[src/rtl/pea_pkg.sv]
// ----------------------------------------------------------------------------
// pea_pkg : shared constants and types for the streaming PE array.
// Revision: 1.0
// ----------------------------------------------------------------------------
`default_nettype none

package pea_pkg;

   localparam int N_BITS          = 32;
   localparam int COLLECTOR_DEPTH = 4;

   typedef enum logic [1:0] {
      COL_IDLE  = 2'd0,
      COL_RUN   = 2'd1,
      COL_DRAIN = 2'd2,
      COL_DONE  = 2'd3
   } collector_state_t;

endpackage

`default_nettype wire

[src/rtl/s_res_fifo.sv]
// ----------------------------------------------------------------------------
// s_res_fifo : synchronous FIFO with flush and fill count, no fall-through.
// Revision: 1.0
// ----------------------------------------------------------------------------
`default_nettype none

module s_res_fifo #(
   parameter int WIDTH = 33,
   parameter int DEPTH = 4
) (
   input  logic                       clk_i,
   input  logic                       rst_i,
   input  logic                       flush_i,
   input  logic                       push_i,
   input  logic [WIDTH-1:0]           wdata_i,
   input  logic                       pop_i,
   output logic [WIDTH-1:0]           rdata_o,
   output logic                       valid_o,
   output logic [$clog2(DEPTH):0]     fill_o
);

   localparam int AW = $clog2(DEPTH);
   localparam int FW = AW + 1;

   logic [WIDTH-1:0] mem [DEPTH];
   logic [AW-1:0]    wr_ptr;
   logic [AW-1:0]    rd_ptr;
   logic [FW-1:0]    count;
   logic             do_push;
   logic             do_pop;

   assign do_push = push_i && (count != FW'(DEPTH));
   assign do_pop  = pop_i && (count != '0);

   // Pointers wrap naturally because DEPTH is a power of two.
   always_ff @(posedge clk_i) begin
      if (rst_i || flush_i) begin
         wr_ptr <= '0;
         rd_ptr <= '0;
         count  <= '0;
      end else begin
         if (do_push) wr_ptr <= wr_ptr + AW'(1);
         if (do_pop)  rd_ptr <= rd_ptr + AW'(1);
         case ({do_push, do_pop})
            2'b10:   count <= count + FW'(1);
            2'b01:   count <= count - FW'(1);
            default: count <= count;
         endcase
      end
   end

   always_ff @(posedge clk_i) begin
      if (do_push) mem[wr_ptr] <= wdata_i;
   end

   assign valid_o = (count != '0);
   assign rdata_o = valid_o ? mem[rd_ptr] : '0;
   assign fill_o  = count;

endmodule

`default_nettype wire

[src/rtl/s_pe_res_collector.sv]
// ----------------------------------------------------------------------------
// s_pe_res_collector : buffers PE array results, drives array backpressure,
// tags the final word and pulses completion. Revision: 1.0
// ----------------------------------------------------------------------------
`default_nettype none

module s_pe_res_collector
   import pea_pkg::*;
#(
   parameter int N_BITS = pea_pkg::N_BITS,
   parameter int DEPTH  = pea_pkg::COLLECTOR_DEPTH,
   parameter int LEN_W  = 16
) (
   input  logic                       clk_i,
   input  logic                       rst_i,
   input  logic                       start_i,
   input  logic                       abort_i,
   input  logic [LEN_W-1:0]           cfg_len_i,
   input  logic [N_BITS-1:0]          pe_res_i,
   input  logic                       pe_valid_i,
   output logic                       pea_ready_o,
   output logic [N_BITS-1:0]          out_data_o,
   output logic                       out_valid_o,
   output logic                       out_last_o,
   input  logic                       out_ready_i,
   output logic                       done_o,
   output logic                       busy_o,
   output logic [$clog2(DEPTH):0]     fill_o
);

   localparam int FW = $clog2(DEPTH) + 1;

   collector_state_t state_q;
   collector_state_t state_d;
   logic [LEN_W-1:0] len_q;
   logic [LEN_W-1:0] acc_cnt;
   logic [LEN_W-1:0] acc_nxt;
   logic             push;
   logic             pop;
   logic             last_push;
   logic [N_BITS:0]  head;

   assign acc_nxt   = acc_cnt + LEN_W'(1);
   assign push      = pe_valid_i && pea_ready_o && !abort_i;
   assign last_push = push && (acc_nxt == len_q);
   assign pop       = out_valid_o && out_ready_i && !abort_i;

   s_res_fifo #(
      .WIDTH (N_BITS + 1),
      .DEPTH (DEPTH)
   ) u_fifo (
      .clk_i   (clk_i),
      .rst_i   (rst_i),
      .flush_i (abort_i),
      .push_i  (push),
      .wdata_i ({last_push, pe_res_i}),
      .pop_i   (pop),
      .rdata_o (head),
      .valid_o (out_valid_o),
      .fill_o  (fill_o)
   );

   assign out_data_o = head[N_BITS-1:0];
   assign out_last_o = head[N_BITS];

   always_ff @(posedge clk_i) begin
      if (rst_i) state_q <= COL_IDLE;
      else       state_q <= state_d;
   end

   always_ff @(posedge clk_i) begin
      if (rst_i) begin
         len_q   <= '0;
         acc_cnt <= '0;
      end else if (state_q == COL_IDLE && start_i && !abort_i) begin
         len_q   <= cfg_len_i;
         acc_cnt <= '0;
      end else if (push) begin
         acc_cnt <= acc_nxt;
      end
   end

   always_comb begin
      state_d = state_q;
      if (abort_i) begin
         state_d = COL_IDLE;
      end else begin
         case (state_q)
            COL_IDLE:  if (start_i) state_d = (cfg_len_i != '0) ? COL_RUN : COL_DONE;
            COL_RUN:   if (last_push) state_d = COL_DRAIN;
            COL_DRAIN: if (pop && out_last_o) state_d = COL_DONE;
            COL_DONE:  state_d = COL_IDLE;
            default:   state_d = COL_IDLE;
         endcase
      end
   end

   // Ready looks only at registered occupancy, keeping out_ready_i off this path.
   always_comb begin
      pea_ready_o = 1'b0;
      busy_o      = 1'b0;
      done_o      = 1'b0;
      case (state_q)
         COL_RUN: begin
            pea_ready_o = (fill_o < FW'(DEPTH));
            busy_o      = 1'b1;
         end
         COL_DRAIN: busy_o = 1'b1;
         COL_DONE:  done_o = 1'b1;
         default: ;
      endcase
   end

endmodule

`default_nettype wire

[config.mk]
export PLATFORM = sky130hd
export DESIGN_NAME = s_pe_res_collector
export DESIGN_NICKNAME = d
export VERILOG_FILES = /design/src/rtl/pea_pkg.sv /design/src/rtl/s_res_fifo.sv /design/src/rtl/s_pe_res_collector.sv
export SDC_FILE = /design/constraint.sdc
export NUM_CORES = 1
export LEC_CHECK = 0
export ABC_AREA = 1
export BUFFER_PORTS_ARGS = -buffer_cell sky130_fd_sc_hd__buf_2
export CORE_AREA = 4 4 118 120
export DETAILED_ROUTE_END_ITERATION = 10
export DIE_AREA = 0 0 122 124
export PLACE_DENSITY = 0.8
export SETUP_SLACK_MARGIN = 0.4
export SLEW_MARGIN = 30
export SYNTH_ARGS = -nofsm -noshare
export SYNTH_HDL_FRONTEND = slang
export SYNTH_SLANG_ARGS = --single-unit
[constraint.sdc]
create_clock -name clk_i -period 5.6 [get_ports clk_i]
set_clock_uncertainty 0.05 [all_clocks]
set_input_delay 0.56 -clock clk_i [delete_from_list [all_inputs] [get_ports clk_i]]
set_output_delay 0.56 -clock clk_i [all_outputs]
set_load 0.01 [all_outputs]
== Yosys cells after proc, flatten, opt, wreduce, memory -nomap -nowiden ==
Memories as Yosys holds them, arrays and structs flattened. A register that Yosys moved wholly into a read port is not among the register bits.
Index checks and enable logic that the tools add are counted.

* Memories kept: 1
* RAM bits: 132
* Output and inout bits: 40
* Register bits: 41

{| class="wikitable"
|+ Memory list
! name !! words !! width !! rd ports !! clocked after memory_dff !! write ports !! RTL line !! RTL
|-
| u_fifo.mem || 4 || 33 || 1 || 1 || 1 || s_res_fifo.sv:25 || <nowiki>logic [WIDTH-1:0] mem [DEPTH];</nowiki>
|}

* Reduce and logical (&&, ||, !) cells: 20
* Magnitude comparators: 1
* Eq/ne operators: 10
* Muxes and demuxes: 14
* $add $sub $neg: 5

{| class="wikitable"
|+ Operators with widths
! operator !! count
|-
| 33-bit 2-to-1 mux || 1
|-
| 16-bit by 1-bit adder with 16-bit output (second input constant) || 1
|-
| 16-bit equality test || 1
|-
| 16-bit nonzero test || 1
|-
| 2-bit 2-to-1 mux || 6
|-
| 1-bit logical AND || 10
|-
| 2-bit one-hot mux with 4 select lines || 1
|-
| 2-bit equality test (second input constant) || 3
|-
| 2-bit inequality test (second input constant) || 3
|-
| 3-bit one-hot mux with 2 select lines || 1
|-
| 2-bit OR reduction || 3
|-
| 1-bit 2-to-1 mux || 5
|-
| 2-bit by 1-bit adder with 2-bit output (second input constant) || 2
|-
| 2-bit by 1-bit equality test with 1-bit output (second input constant) || 2
|-
| 3-bit by 1-bit adder with 3-bit output (second input constant) || 1
|-
| 3-bit < comparator (second input constant) || 1
|-
| 3-bit inequality test (second input constant) || 1
|-
| 3-bit AND reduction || 1
|-
| 3-bit nonzero test || 1
|-
| 3-bit by 1-bit subtractor with 3-bit output (second input constant) || 1
|-
| 2-bit logical NOT || 1
|-
| 2-bit nonzero test || 1
|-
| 1-bit logical NOT || 1
|-
| 1-bit logical OR || 1
|}

== Depth between registers and ports, before layout ==
* Depth after elaboration: 7
* Gate-level depth with buffers: 17
* Mapped depth without buffers: 17

== Modules after synthesis ==
From an unflattened synthesis, not the netlist that was laid out.

* Cells, all modules: 791
* Area total of the unflattened synthesis: 7718.7 um2

{| class="wikitable"
|+ Modules (own cells, without submodules)
! module !! instances !! area each (um2) !! cells an instance
|-
| s_res_fifo || 1 || 5587.9 || 460
|-
| s_pe_res_collector || 1 || 2130.8 || 331
|}

== Least setup slack after synthesis ==
Ideal clock, no wire load.

* Path kind: reg2reg
* From: register state_q[1]
* To: memory u_fifo.mem[0][0], enable pin
* Arrival: 2729 ps
* Path slack: 2398 ps
* Required time: 5127 ps
* Library setup time: 423 ps
* Cell stages (with the launch flop): 8
* Cell sequence: dfxtp_1 > inv_1 > ha_1 > nand3b_1 > nor2_2 > clkinv_1 > clkbuf_1 > nor2_1

* Word-level cells in the longest chain between the ends: 7

{| class="wikitable"
|+ RTL lines
! item !! RTL line !! RTL
|-
| start: declaration || s_pe_res_collector.sv:33 || <nowiki>collector_state_t state_q;</nowiki>
|-
| start signal: assignment || s_pe_res_collector.sv:68 || <nowiki>else state_q <= state_d;</nowiki>
|-
| 2-bit by 1-bit equality test with 1-bit output || s_pe_res_collector.sv:103 || <nowiki>case (state_q)</nowiki>
|-
| 1-bit 2-to-1 mux || s_pe_res_collector.sv:103 ||
|-
| 1-bit logical AND (2 in series) || s_pe_res_collector.sv:44 || <nowiki>assign push = pe_valid_i && pea_ready_o && !abort_i;</nowiki>
|-
| 1-bit logical AND || s_res_fifo.sv:32 || <nowiki>assign do_push = push_i && (count != FW'(DEPTH));</nowiki>
|-
| 1-bit 2-to-1 mux || s_res_fifo.sv:53 || <nowiki>if (do_push) mem[wr_ptr] <= wdata_i;</nowiki>
|-
| 1-bit 2-to-1 mux (not written as such) || s_res_fifo.sv:53 ||
|-
| end: declaration || s_res_fifo.sv:25 ||
|}

No other way between the ends.

==> summary.txt <==
Worst setup path
  – Crit path capture type: output pin
  – Critical Path Most Common Cell: buf_4
  – Critical path fanouts, max: 67
  – CP max stage delay: 700 ps
  – Worst Path Buf+Inv: 4
  – Critical path class: flip-flop to output pin
  – Worst path cell trace: buf_4 > inv_1 > buf_4 > nand2_1 > a221oi_1 > buf_2
  – CP Data Arrival Time: 3020 ps
  – Slowest CP cell: inv_1
  – WP data required: 4990 ps
  – Critical path's top delay family: buffers and inverters
  – CP Launch Type: flip-flop

Placement
  – Dpl hpwl: 10.6 mm
  – GP Congestion: 0.903
  – Input/output buffers: 93

STA
  – Final Cycle Share: 64.8%
  – Slew of the pin with the lowest slew margin: 815 ps
  – Fin Setup TNS: 0 ps
  – Max_slew headroom: 45.6%
  – Final hold violation count: 0
  – Final Slew Violations: 0
  – Unrepaired setup endpoints after global routing: no
  – # setup viols final: 0
  – Min Clock Period, post-route: 3630 ps
  – FMAX: 276 MHz

CTS
  – Clock H-tree levels: 4
  – Post-CTS setup buffers: 0
  – Clock sinks: 175
  – CTS max path bufs: 2
  – Post_cts resized: 0
  – Clk root buf: clkbuf_16
  – Clk Latency, worst-skew pair: 420 ps
  – CTS tree: yes
  – Num CTS Buffers: 17
  – Hold Buf Count CTS: 0
  – CTS clock-pin slew for the worst setup and hold paths: 70 ps

Synthesis
  – Synth Net Count: 839
  – Mean Syn Cell Area: 9.82 sq um
  – Sequential area share after synthesis: 63.6%
  – FF+latch count, synth: 175
  – Synthesized cell area: 7590 sq um
  – Synth Instances: 773
  – Distinct cell type count after synthesis: 33
  – Synth top area share: 52.2%
  – Yosys top cell by area: edfxtp_1
  – Main area contributors after synthesis: edfxtp_1 52%, dfxtp_1 11%, nor2_1 8.2%
  – Synthesis Warnings: 0

Global route
  – Largest net degree at the start of global routing: 68
  – Number of antenna violations at the first check in global routing: 0
  – GRT Overall Usage: 22.3%
  – Vias in the first global route: 5,342
  – Congestion Overflow GR: 0
  – Global-route wire length before repair: 25.8 mm

Power
  – Total power: 0.00262 W
  – Peak supply drop: 0.133 mV
  – LEAKAGE: 3.46 nW
  – Pwr per Cell Area: 294 nW/um^2

Cells and area
  – Area growth syn-to-layout: 17.0%
  – Share of cells above drive strength 1: 17.0%
  – Net count reported at finish: 929
  – Most frequent cells in the layout: 161 x nor2_1, 132 x edfxtp_1, 97 x nand2_1, 93 x buf_2, 82 x o21ai_0
  – Ant diodes: 0
  – Commonest non-fill, non-tap cell in the layout: nor2_1
  – Final design utilization: 68.4%

Route
  – Routed wire per std cell: 15.8 um
  – Drt pass-1 iters: 5
  – Initial drt markers: 531
  – Post-route DRC: 0
  – Post-route ant nets: 0
  – Via density: 5.44
  – Via count: 5,726
  – DRT Wirelength: 16.6 mm

Die
  – Chip width: 122 um
  – Core Area: 13,000 sq um
  – Die area: 15,100 sq um
  – Starting density of the core: 58.5%
  – Cell Rows: 42
  – I/O Pins: 94
  – Die Y: 124 um

Status
  – Outcome: finished clean

Job
  – Max-Cap Viols: 0

Worst hold path
  – Hold/Removal Path Class: input port to flip-flop
[metal layers]
metal | share of wire (%) | GRT usage (%)
met4 | 2.0 | 9.66
met5 | 0 | 0
met2 | 50 | 38.4
met3 | 6.6 | 4.04
met1 | 41 | 27.8
[power by group]
group | leakage (nW) | switching (W) | internal [W] | total, W
registers | 1.53 | 0.0000110 | 0.00141 | 0.00142
logic | 1.67 | 0.0000794 | 0.0000477 | 0.000127
clock network | 0.258 | 0.000486 | 0.000582 | 0.00107
total | 3.46 | 0.000576 | 0.00204 | 0.00262
[metrics by stage]
| stage | hold WS, ps | instance area (sq um) | setup WS, ps | cells |
|---|---|---|---|---|
| 3_3_place_gp | 398 | 8240 | 2470 | 1016 |
| 6_report | 300 | 8880 | 1970 | 1052 |
| 4_1_cts | 285 | 8850 | 1980 | 1051 |
| 5_1_grt | 286 | 8880 | 1810 | 1052 |
| 3_5_place_dp | 419 | 8320 | 2410 | 1019 |
| 2_1_floorplan | 386 | 7590 | 2400 | 773 |
[worst reg2reg max path, delay by kind of cell (launching register included)]
| family | cells | cell delay [ps] |
|---|---|---|
| AOI/OAI and AO/OA | 2 | 730 |
| buffers and inverters | 3 | 1520 |
| and+or+nand+nor | 6 | 480 |
| DFF | 1 | 320 |
[state kept, by name, indices dropped and copies added (netlist names), named ones only]
| register | count |
|---|---|
| u_fifo.fill_o | 3 |
| acc_cnt | 16 |
| u_fifo.wr_ptr | 2 |
| u_fifo.rd_ptr | 2 |
| len_q | 16 |
| state_q | 2 |
| u_fifo.mem | 132 |
[synth_stat cells]
library cell	instances
fa_1	1
edfxtp_1	132
a21oi_1	60
o211ai_1	5
nor4_1	4
nand4_1	7
nand2_1	97
o21bai_1	1
ha_1	11
nor2_1	165
nor3_1	2
nand3_1	29
o21ai_1	2
nand2_2	2
nor2_2	3
a221oi_1	1
xnor3_1	1
clkbuf_1	27
nand3_2	1
o21ai_0	82
inv_1	68
a22oi_1	1
dfxtp_1	43
buf_2	1
o21a_1	1
a31oi_1	1
nor2_4	3
nand3b_1	4
clkinv_1	1
buf_1	4
a211oi_1	11
and2_1	1
xor2_1	1
[cell type report]
type	instances	area [sq um]
timing repair buffer	103	621
clock inverter	12	88.8
sequential	175	4830
fill	929	4100
tap	176	220
clock buffer	20	447
inverter	69	259
multi-input combinational	497	2420
[path summary, 6_finish.rpt]
path | from | end | slack, ps | cells past startpoint
hold reg to reg | u_fifo.rd_ptr[1]$_SDFFE_PP0P_ | flip-flop | 430 | 2
setup / recovery | flip-flop | out_last_o | 1970 | 6
hold / removal | pe_res_i[6] | u_fifo.mem[1][6]$_DFFE_PP_ | 300 | 1
setup reg to reg | flip-flop | state_q[1]$_SDFFE_PP0P_ | 2430 | 11
[cell families after synthesis]
kind of cell	share of synthesized area (%)
buffers and inverters	5.01
XOR/XNOR	0.412
AO/OA/AOI/OAI	11.6
adder cells (fa/ha/maj)	2.08
flip-flops	63.6
AND/OR/NAND/NOR	17.4
No activity file was read; power rests on OpenSTA's default activity.
